`src/rtl/wb_arbiter_pkg.sv`:
```
// Shared definitions for the two-master Wishbone arbiter: bus widths,
// FSM state encoding, the per-master request payload and the grant helper.
package wb_arbiter_pkg;

  localparam int unsigned WB_DW = 32;
  localparam int unsigned WB_AW = 31;
  localparam int unsigned WB_SW = 2;

  typedef enum logic [1:0] {
    ARB_IDLE = 2'b00,
    ARB_OWN  = 2'b01,
    ARB_ERR  = 2'b10
  } arb_state_e;

  // Everything a master presents toward the slave port.
  typedef struct packed {
    logic [WB_DW-1:0] dat;
    logic [WB_AW-1:0] adr;
    logic [WB_SW-1:0] sel;
    logic             we;
    logic             cyc;
    logic             stb;
  } wb_req_t;

  // Round-robin pick: on contention the master that did not own last wins.
  function automatic logic pick_owner(input logic cyc0, input logic cyc1, input logic last);
    if (cyc0 && cyc1) begin
      return ~last;
    end
    return cyc1;
  endfunction

endpackage

```
`src/rtl/wb_bus_watchdog.sv`:
```
// Bus watchdog: counts strobe cycles without acknowledge and flags expiry
// when a strobe has waited TIMEOUT cycles.
//   clk_i  : clock
//   rst_i  : synchronous active-high reset
//   clr    : clear counter (arbiter not in an owned cycle)
//   stb    : owner strobe active this cycle
//   ack    : slave acknowledge this cycle
//   expire : counter at TIMEOUT-1 with strobe and no ack (combinational)
module wb_bus_watchdog #(
  parameter int unsigned TIMEOUT = 255,
  parameter int unsigned TW      = 8
) (
  input  logic clk_i,
  input  logic rst_i,
  input  logic clr,
  input  logic stb,
  input  logic ack,
  output logic expire
);

  if (TIMEOUT < 2 || TIMEOUT > 255 || (64'd1 << TW) <= 64'(TIMEOUT)) begin : g_bad_param
    $error("wb_bus_watchdog: illegal TIMEOUT/TW combination");
  end

  localparam logic [TW-1:0] WD_LAST = TW'(TIMEOUT - 1);

  logic [TW-1:0] wd;

  // Counter holds at WD_LAST instead of wrapping; the arbiter clears it via ERR.
  always_ff @(posedge clk_i) begin
    if (rst_i || clr || ack) begin
      wd <= '0;
    end else if (stb && (wd != WD_LAST)) begin
      wd <= wd + TW'(1);
    end
  end

  assign expire = stb && !ack && !clr && (wd == WD_LAST);

endmodule

```
`src/rtl/wb_arbiter.sv`:
```
// Two-master round-robin Wishbone arbiter with bus watchdog.
// Master 0 = instruction fetch, master 1 = data port. The owner keeps the
// bus until it drops cyc; an unacknowledged strobe is terminated with err.
//   clk_i, rst_i          : clock, synchronous active-high reset
//   wbm_<m>_*_i           : master m request (dat, adr, sel, we, cyc, stb)
//   wbm_<m>_dat_o         : read data (wbs_dat_i to both masters)
//   wbm_<m>_ack_o/err_o   : ack / watchdog error, owner only
//   wbs_*_o               : muxed request toward the interconnect
//   wbs_dat_i, wbs_ack_i  : slave read data and acknowledge
module wb_arbiter
  import wb_arbiter_pkg::*;
#(
  parameter int unsigned TIMEOUT = 255,
  parameter int unsigned TW      = 8
) (
  input  logic             clk_i,
  input  logic             rst_i,

  input  logic [WB_DW-1:0] wbm_0_dat_i,
  input  logic [WB_AW-1:0] wbm_0_adr_i,
  input  logic [WB_SW-1:0] wbm_0_sel_i,
  input  logic             wbm_0_we_i,
  input  logic             wbm_0_cyc_i,
  input  logic             wbm_0_stb_i,
  output logic [WB_DW-1:0] wbm_0_dat_o,
  output logic             wbm_0_ack_o,
  output logic             wbm_0_err_o,

  input  logic [WB_DW-1:0] wbm_1_dat_i,
  input  logic [WB_AW-1:0] wbm_1_adr_i,
  input  logic [WB_SW-1:0] wbm_1_sel_i,
  input  logic             wbm_1_we_i,
  input  logic             wbm_1_cyc_i,
  input  logic             wbm_1_stb_i,
  output logic [WB_DW-1:0] wbm_1_dat_o,
  output logic             wbm_1_ack_o,
  output logic             wbm_1_err_o,

  output logic [WB_DW-1:0] wbs_dat_o,
  output logic [WB_AW-1:0] wbs_adr_o,
  output logic [WB_SW-1:0] wbs_sel_o,
  output logic             wbs_we_o,
  output logic             wbs_cyc_o,
  output logic             wbs_stb_o,
  input  logic [WB_DW-1:0] wbs_dat_i,
  input  logic             wbs_ack_i
);

  arb_state_e state_q, state_d;
  logic       last_q, last_d;   // previous owner; also the current owner outside IDLE
  wb_req_t    req [2];
  wb_req_t    own;
  logic [1:0] ack_c, err_c;
  logic       wd_clr, wd_stb, wd_expire;

  assign req[0] = '{dat: wbm_0_dat_i, adr: wbm_0_adr_i, sel: wbm_0_sel_i,
                    we: wbm_0_we_i, cyc: wbm_0_cyc_i, stb: wbm_0_stb_i};
  assign req[1] = '{dat: wbm_1_dat_i, adr: wbm_1_adr_i, sel: wbm_1_sel_i,
                    we: wbm_1_we_i, cyc: wbm_1_cyc_i, stb: wbm_1_stb_i};
  assign own    = req[last_q];

  // Read data is broadcast; only ack/err qualify it.
  assign wbm_0_dat_o = wbs_dat_i;
  assign wbm_1_dat_o = wbs_dat_i;
  assign wbm_0_ack_o = ack_c[0];
  assign wbm_1_ack_o = ack_c[1];
  assign wbm_0_err_o = err_c[0];
  assign wbm_1_err_o = err_c[1];

  // Watchdog only runs while a strobe is pending in an owned cycle.
  assign wd_clr = (state_q != ARB_OWN);
  assign wd_stb = (state_q == ARB_OWN) && own.stb;

  wb_bus_watchdog #(
    .TIMEOUT (TIMEOUT),
    .TW      (TW)
  ) u_watchdog (
    .clk_i  (clk_i),
    .rst_i  (rst_i),
    .clr    (wd_clr),
    .stb    (wd_stb),
    .ack    (wbs_ack_i),
    .expire (wd_expire)
  );

  // State and owner registers.
  always_ff @(posedge clk_i) begin
    if (rst_i) begin
      state_q <= ARB_IDLE;
      last_q  <= 1'b1;
    end else begin
      state_q <= state_d;
      last_q  <= last_d;
    end
  end

  // Next-state, grant and bus mux.
  always_comb begin
    state_d   = state_q;
    last_d    = last_q;
    wbs_dat_o = '0;
    wbs_adr_o = '0;
    wbs_sel_o = '0;
    wbs_we_o  = 1'b0;
    wbs_cyc_o = 1'b0;
    wbs_stb_o = 1'b0;
    ack_c     = 2'b00;
    err_c     = 2'b00;

    unique case (state_q)
      ARB_IDLE: begin
        if (wbm_0_cyc_i || wbm_1_cyc_i) begin
          state_d = ARB_OWN;
          last_d  = pick_owner(wbm_0_cyc_i, wbm_1_cyc_i, last_q);
        end
      end

      ARB_OWN: begin
        wbs_dat_o     = own.dat;
        wbs_adr_o     = own.adr;
        wbs_sel_o     = own.sel;
        wbs_we_o      = own.we;
        wbs_cyc_o     = own.cyc;
        wbs_stb_o     = own.stb;
        ack_c[last_q] = wbs_ack_i;
        // Release takes priority; a dropped cyc with pending expiry is not an error.
        if (!own.cyc) begin
          state_d = ARB_IDLE;
        end else if (wd_expire) begin
          state_d = ARB_ERR;
        end
      end

      ARB_ERR: begin
        wbs_dat_o     = own.dat;
        wbs_adr_o     = own.adr;
        wbs_sel_o     = own.sel;
        wbs_we_o      = own.we;
        wbs_cyc_o     = own.cyc;
        err_c[last_q] = 1'b1;
        state_d       = ARB_OWN;
      end

      default: begin
        state_d = ARB_IDLE;
      end
    endcase
  end

endmodule

```
`config.mk`:
```
export PLATFORM = sky130hd
export DESIGN_NAME = wb_arbiter
export DESIGN_NICKNAME = d
export VERILOG_FILES = /design/src/rtl/wb_arbiter_pkg.sv /design/src/rtl/wb_bus_watchdog.sv /design/src/rtl/wb_arbiter.sv
export SDC_FILE = /design/constraint.sdc
export NUM_CORES = 1
export LEC_CHECK = 0
export ABC_CLOCK_PERIOD_IN_PS = 2250
export CAP_MARGIN = 20
export CORE_AREA = 2 2 120 122
export CTS_BUF_LIST = sky130_fd_sc_hd__clkbuf_2
export CTS_CLUSTER_DIAMETER = 200
export CTS_CLUSTER_SIZE = 8
export DETAILED_ROUTE_END_ITERATION = 8
export DIE_AREA = 0 0 122 124
export PLACE_DENSITY = 0.54
export SLEW_MARGIN = 30
export SYNTH_ARGS = -nofsm -noshare
export SYNTH_HDL_FRONTEND = slang
export SYNTH_SLANG_ARGS = --single-unit
```
`constraint.sdc`:
```
create_clock -name clk_i -period 2.25 [get_ports clk_i]
set_input_delay 0.225 -clock clk_i [delete_from_list [all_inputs] [get_ports clk_i]]
set_output_delay 0.225 -clock clk_i [all_outputs]
set_load 0.005 [all_outputs]
```
==> qor.yml, run 1 <==
status: "finished, final reports clean"
postPlaceCellArea_mm2: 0.004219
finalSetupTns_ns: 0
async_flop_share_pct: 0
cts_tree: "built"
postCtsHoldBufs: 0
synthSimpleGateAreaFrac_pct: 27.61
end_kind: "output pin"
layout.nets: 616
synth_common_cells: "68 x mux2i_1, 68 x nor2b_1, 64 x buf_4, 11 x dfxtp_1, 8 x buf_2"
powerDensity_mw_per_mm2: 362.2
avgRoutedWirePerCell_um: 15.15
stdcell_count: 618
drcViolationCount: 0
muxShareOfSynthArea_pct: 29.65
grt_pass1_vias: 2529
drt_iter0_drc: 101
synthFlopType: "dfxtp_1"
fillCellCount: 1473
grt_pass1_wl_um: 13540
synthTopCellsByArea: "mux2i_1 29%, buf_4 21%, nor2b_1 18%, dfxtp_1 9.4%, ha_1 3.2%"
dp_hpwl_um: 7834
ir_drop_uv: 128.2
clock_sink_count: 11
synth_xor_area_share_pct: 0.7507
finalCriticalPeriod_ns: 2.141
syn_inst: 292
fin_ws_ns: 0.1087
synth_top_family_by_area: "multiplexers"
design.core.area_mm2: 0.01372
yosysTopAreaCell: "mux2i_1"
synthAdderAreaFrac_pct: 3.217
min_from: "wbs_dat_i[11]"
die-area_mm2: 0.01513
regArea_um2: 226.5
totalPowerFinal_mw: 1.561
diodes: 0
hold_class: "input port to output pin"
clock_latency_ns: 0.27
placed_cells: 611
drv.max_cap_violation_count: 0
ys_seq_area_share_pct: 9.437
rsz0062_at_grt: "false"
port_buffers: 210
grt_max_degree: 30
synth_edf_count: 0
ios: 307
finClkSkew_ns: 0.008151
slew_headroom_pct: 63.41
grt.total_usage_pct: 11.51
die_y_um: 124
timing.fmax_ghz: 0.4670
maxSlewViolCount: 0
multi_input_area_mm2: 0.001559
via_per_inst: 3.940
start_kind: "flop"
p_leak_nw: 1.930
antenna_found_initial: 0
gp_congestion: 0.8755
synth_seq_cells: 11
cts_root_buffer: "clkbuf_2"
drive_above_1_share_pct: 6.849
synth_compound_area_share_pct: 4.933
setup_viol: 0
cp_data_arrival_time_ns: 1.92
clock_path_buffers: 2
rr_startpoint: "state_q[1]"
synth.distinct_cells: 40
critical_path_class: "flop to output pin"
min_period_over_period_pct: 95.17
drt-pass1-iter-count: 4
yosys_warnings: 0
place_ws_ns: 0.2149
cp-startpoint: "state_q[0]"
ant_nets: 0
synth_area_per_cell_um2: 7.991
syn_nets: 469
synth_top_area_share_pct: 29.17
via_count: 2435
max_slew.worst_pin.slew_ns: 0.5477
drt_wl_total_um: 9361
cts.clk_slew.worst_paths_ns: 0.12
overflow: 0
area_delta_synth_final_pct: 84.72
final_cell_area_mm2: 0.004310
htree_levels: 1
start_util_pct: 17.01
rows: 43
fp.dieW_um: 122
cp_max_fo: 27
cp.required_ns: 2.03
numCtsBuffers: 3
hold_viol_final: 0
synth_area_mm2: 0.002333
-- worst paths after layout --
check	to	slack (ns)	cells after the start
max	wbs_dat_o[25]	0.11	5
max reg2reg	state_q[0]	0.46	6
min	wbm_0_dat_o[11]	0.45	0
min reg2reg	u_watchdog.wd[4]	0.52	2
-- report_power, final --
part	leakage [nW]	switching, mW	internal, mW	total, mW
registers	0.0899	0.00979	0.203	0.213
logic	1.82	0.432	0.797	1.23
clock network	0.0166	0.0726	0.0471	0.120
total	1.93	0.514	1.05	1.56
-- area by class of cell --
type,count,share of cell area (%)
multi-input cells,196,36.17
inverters,5,0.4354
clock buffers,4,0.4644
flip-flops and latches,11,5.254
well taps,180,5.225
repair buffers,222,52.45
-- registers in the layout (all words and copies together) (netlist names) --
name           count
last_q             1
u_watchdog.wd      8
state_q            2
-- metrics by stage --
step,util (%),hold slack (ns)
2_1_floorplan,-,0.3316
3_3_place_gp,30.75,0.4501
3_5_place_dp,30.75,0.4501
4_1_cts,31.30,0.4501
5_1_grt,31.42,0.4500
6_report,31.42,0.4500
-- kinds of logic after synthesis --
family          count (synthesis)
simple gates                  103
buf+inv                        85
mux                            69
compound gates                 16
flops                          11
fa+ha+maj                       6
xor+xnor                        2
-- per-layer routing --
metal	part of all wire [%]	GRT usage, %	vias up
li1	-	-	1216
met1	40	13.12	1075
met2	51	22.07	122
met3	7.7	2.015	22
met4	1.5	2.874	0
met5	0	0	-
-- layout by cell type, fill, tap and decap left out, drive strengths merged, types with 2 or more instances in the layout --
master,instances
buf,12
clkdlybuf4s50,207
ha,6
nand2,4
and3,2
a21oi,5
o21ai,3
nand3,4
o211ai,2
nor2b,68
or3,4
nand3b,2
dfxtp,11
nor3,2
and2,3
nor2,5
nand4b,2
or4,2
inv,5
clkbuf,4
dlymetal6s2s,3
mux2i,68
-- what timing repair did --
item,in CTS,in global routing
resized for setup,4,6
gates cloned,1,0
pin swaps,0,0
buffers inserted,1,1
endpoints found under the hold margin,0,0
endpoints found under the setup margin,59,41
-- critical path, stage by stage (launching register included) --
cell and delay, ns:
dfxtp_2 0.35, inv_1 0.08, ha_4 0.33, buf_12 0.17
nor2b_1 0.15, clkdlybuf4s50_1 0.56
Power figures use the tool's default switching activity.
==> inputs of run 2 (changes only) <==
--- a/config.mk
+++ b/config.mk
@@ -13,7 +13,9 @@
 export CTS_CLUSTER_SIZE = 8
 export DETAILED_ROUTE_END_ITERATION = 8
 export DIE_AREA = 0 0 122 124
+export HOLD_SLACK_MARGIN = 0.08
 export PLACE_DENSITY = 0.54
+export REMOVE_ABC_BUFFERS = 1
 export SLEW_MARGIN = 30
 export SYNTH_ARGS = -nofsm -noshare
 export SYNTH_HDL_FRONTEND = slang
==> run 2 against run 1 <==
Fmax fell by 3.0%. Utilization fell by 0.082 points. Cell count rose by 0.49%. Die area did not move. Register-to-register slack got worse by 0.19 ns. Sequential share of layout area barely moved. Combinational power barely moved. Routed wire length rose by 30%. Critical endpoint is now wbs_dat_o[1]. Largest power group unchanged.
==> qor.yml, run 2 (same netlist as run 1, synthesis figures left out) <==
numCtsBuffers: 3  # unchanged
start_util_pct: 17.01  # unchanged
dp_hpwl_um: 10740  # +37%
design.core.area_mm2: 0.01372  # unchanged
regArea_um2: 226.5  # unchanged
reg2reg_setup_slack_ns: 0.27  # -0.19 ns
start_kind: "flop"
ios: 307  # unchanged
end_kind: "output pin"
fillCellCount: 1505  # +2.2%
cp.required_ns: 2.03  # about the same
grt_pass1_vias: 2674  # +5.7%
drcViolationCount: 0  # unchanged
rows: 43  # unchanged
hold_class: "input port to output pin"
drive_above_1_share_pct: 7.483  # +0.63 points
cts_tree: "built"
totalPowerFinal_mw: 1.543  # -1.1%
final_cell_area_mm2: 0.004299  # -0.26%
drt_iter0_drc: 118  # +17%
reg2regPathDepth: 6  # unchanged
largest_register_ffs: 8  # unchanged
grt.total_usage_pct: 14.80  # +3.3 points
layout.nets: 619  # +0.49%
die_y_um: 124  # unchanged
antenna_found_initial: 0  # unchanged
placed_cells: 616  # +0.82%
worstHoldPathCells: 0  # unchanged
cp_data_arrival_time_ns: 1.98  # +0.06 ns
finalCriticalPeriod_ns: 2.209  # +0.06731 ns
maxSlewViolCount: 0  # unchanged
status: "finished, final reports clean"
stdcell_count: 621  # +0.49%
die-area_mm2: 0.01513  # unchanged
setup_viol: 0  # unchanged
min_period_over_period_pct: 98.16  # +3.0 points
cts_root_buffer: "clkbuf_2"
fp.dieW_um: 122  # unchanged
rsz0062_at_grt: "false"
multi_input_area_mm2: 0.001559  # unchanged
area_delta_synth_final_pct: 84.24
port_buffers: 210  # unchanged
regToRegEndpoint: "state_q[0]"
drt_wl_total_um: 12160  # +30%
cp_max_fo: 11  # -59%
grt_pass1_wl_um: 16350  # +21%
cts.clk_slew.worst_paths_ns: 0.10  # -0.02 ns
hold_viol_final: 0  # unchanged
final_common_cell: "clkdlybuf4s50_1"
rr_startpoint: "state_q[1]"
postPlaceCellArea_mm2: 0.004244  # +0.59%
ant_nets: 0  # unchanged
min_to: "wbm_1_dat_o[18]"
largestRegisters: "u_watchdog.wd (8), state_q (2), last_q (1)"
drt-pass1-iter-count: 5  # +1
diodes: 0  # unchanged
overflow: 0  # unchanged
clock_latency_ns: 0.25  # -0.02 ns
ir_drop_uv: 108.1  # -16%
final_cell_mix: "209 x clkdlybuf4s50_1, 68 x mux2i_1, 67 x nor2b_1, 11 x buf_4, 8 x dfxtp_1"
timing.fmax_ghz: 0.4528  # -3.0%
avgRoutedWirePerCell_um: 19.58  # +29%
drv.max_cap_violation_count: 0  # unchanged
clock_sink_count: 11  # unchanged
finClkSkew_ns: 0.009185  # +0.001035 ns
critical_path_class: "flop to output pin"
via_per_inst: 4.201  # +6.6%
cp-startpoint: "last_q"
htree_levels: 1  # unchanged
clock_path_buffers: 2  # unchanged
p_leak_nw: 1.899  # -1.6%
slew_headroom_pct: 59.53  # -3.9 points
max_slew.worst_pin.slew_ns: 0.6057  # +0.05802 ns
gp_congestion: 0.8157  # -6.8%
top_register: "u_watchdog.wd"
via_count: 2609  # +7.1%
min_from: "wbs_dat_i[18]"
powerDensity_mw_per_mm2: 359.0  # -0.89%
grt_max_degree: 38  # +27%
## run 2: cell types whose count changed in the layout (fill, tap and decap cells not counted)
cell	change
buf_12	-1
buf_4	+4
buf_6	+1
buf_16	-1
clkdlybuf4s50_1	+2
dlymetal6s2s_1	-2
## run 2: cell type report
type / count / share of cell area, %
clock buffer: 4 / 0.4657
inverter: 5 / 0.4366
multi-input combinational: 196 / 36.26
sequential: 11 / 5.268
tap: 180 / 5.239
timing repair buffer: 225 / 52.33
## run 2: through the flow
step                      TNS (ns)  hold slack [ns]  setup WS (ns)  util, %
after CTS                        0           0.4501       0.007971    31.17
after global placement           0           0.4501         0.3173    30.93
after floorplan             -77.08           0.3316         -1.633        -
after global routing             0           0.4501        0.01681    31.34
final                            0           0.4500        0.04139    31.34
after detailed placement         0           0.4501         0.2461    30.93
## run 2: worst max path at each step
stage,endpoint,slack [ns],depth (start not counted)
2_1_floorplan,state_q[0],-1.63,4
5_1_grt,wbs_adr_o[27],0.02,5
3_3_place_gp,wbs_adr_o[3],0.32,5
4_1_cts,wbs_adr_o[23],0.008,4
6_report,wbs_dat_o[1],0.04,4
3_5_place_dp,wbs_we_o,0.25,5
## run 2: power breakdown
group | internal, mW | switching, mW | total, mW
combinational | 0.785 | 0.428 | 1.21
sequential | 0.203 | 0.0164 | 0.219
clock | 0.0472 | 0.0634 | 0.111
total | 1.04 | 0.508 | 1.54
## run 2: per-layer routing
layer	routed length [um]	vias up	track usage, %
met5	60	-	5.556
met4	9	2	0.8621
met3	2048	4	11.22
met2	4865	205	19.94
met1	5176	1176	18.99
li1	-	1222	-
## run 2: timing repair
item                                    CTS  global route
resized for setup                         1             5
hold buffers                              0             0
buffers inserted                          0             1
endpoints found under the setup margin   29            58
## run 2: worst max-delay path, cell delays in order, from the launching register on
cell and delay (ns):
dfxtp_4 0.47, buf_6 0.21, mux2i_1 0.48, nor2b_1 0.10, clkdlybuf4s50_1 0.47
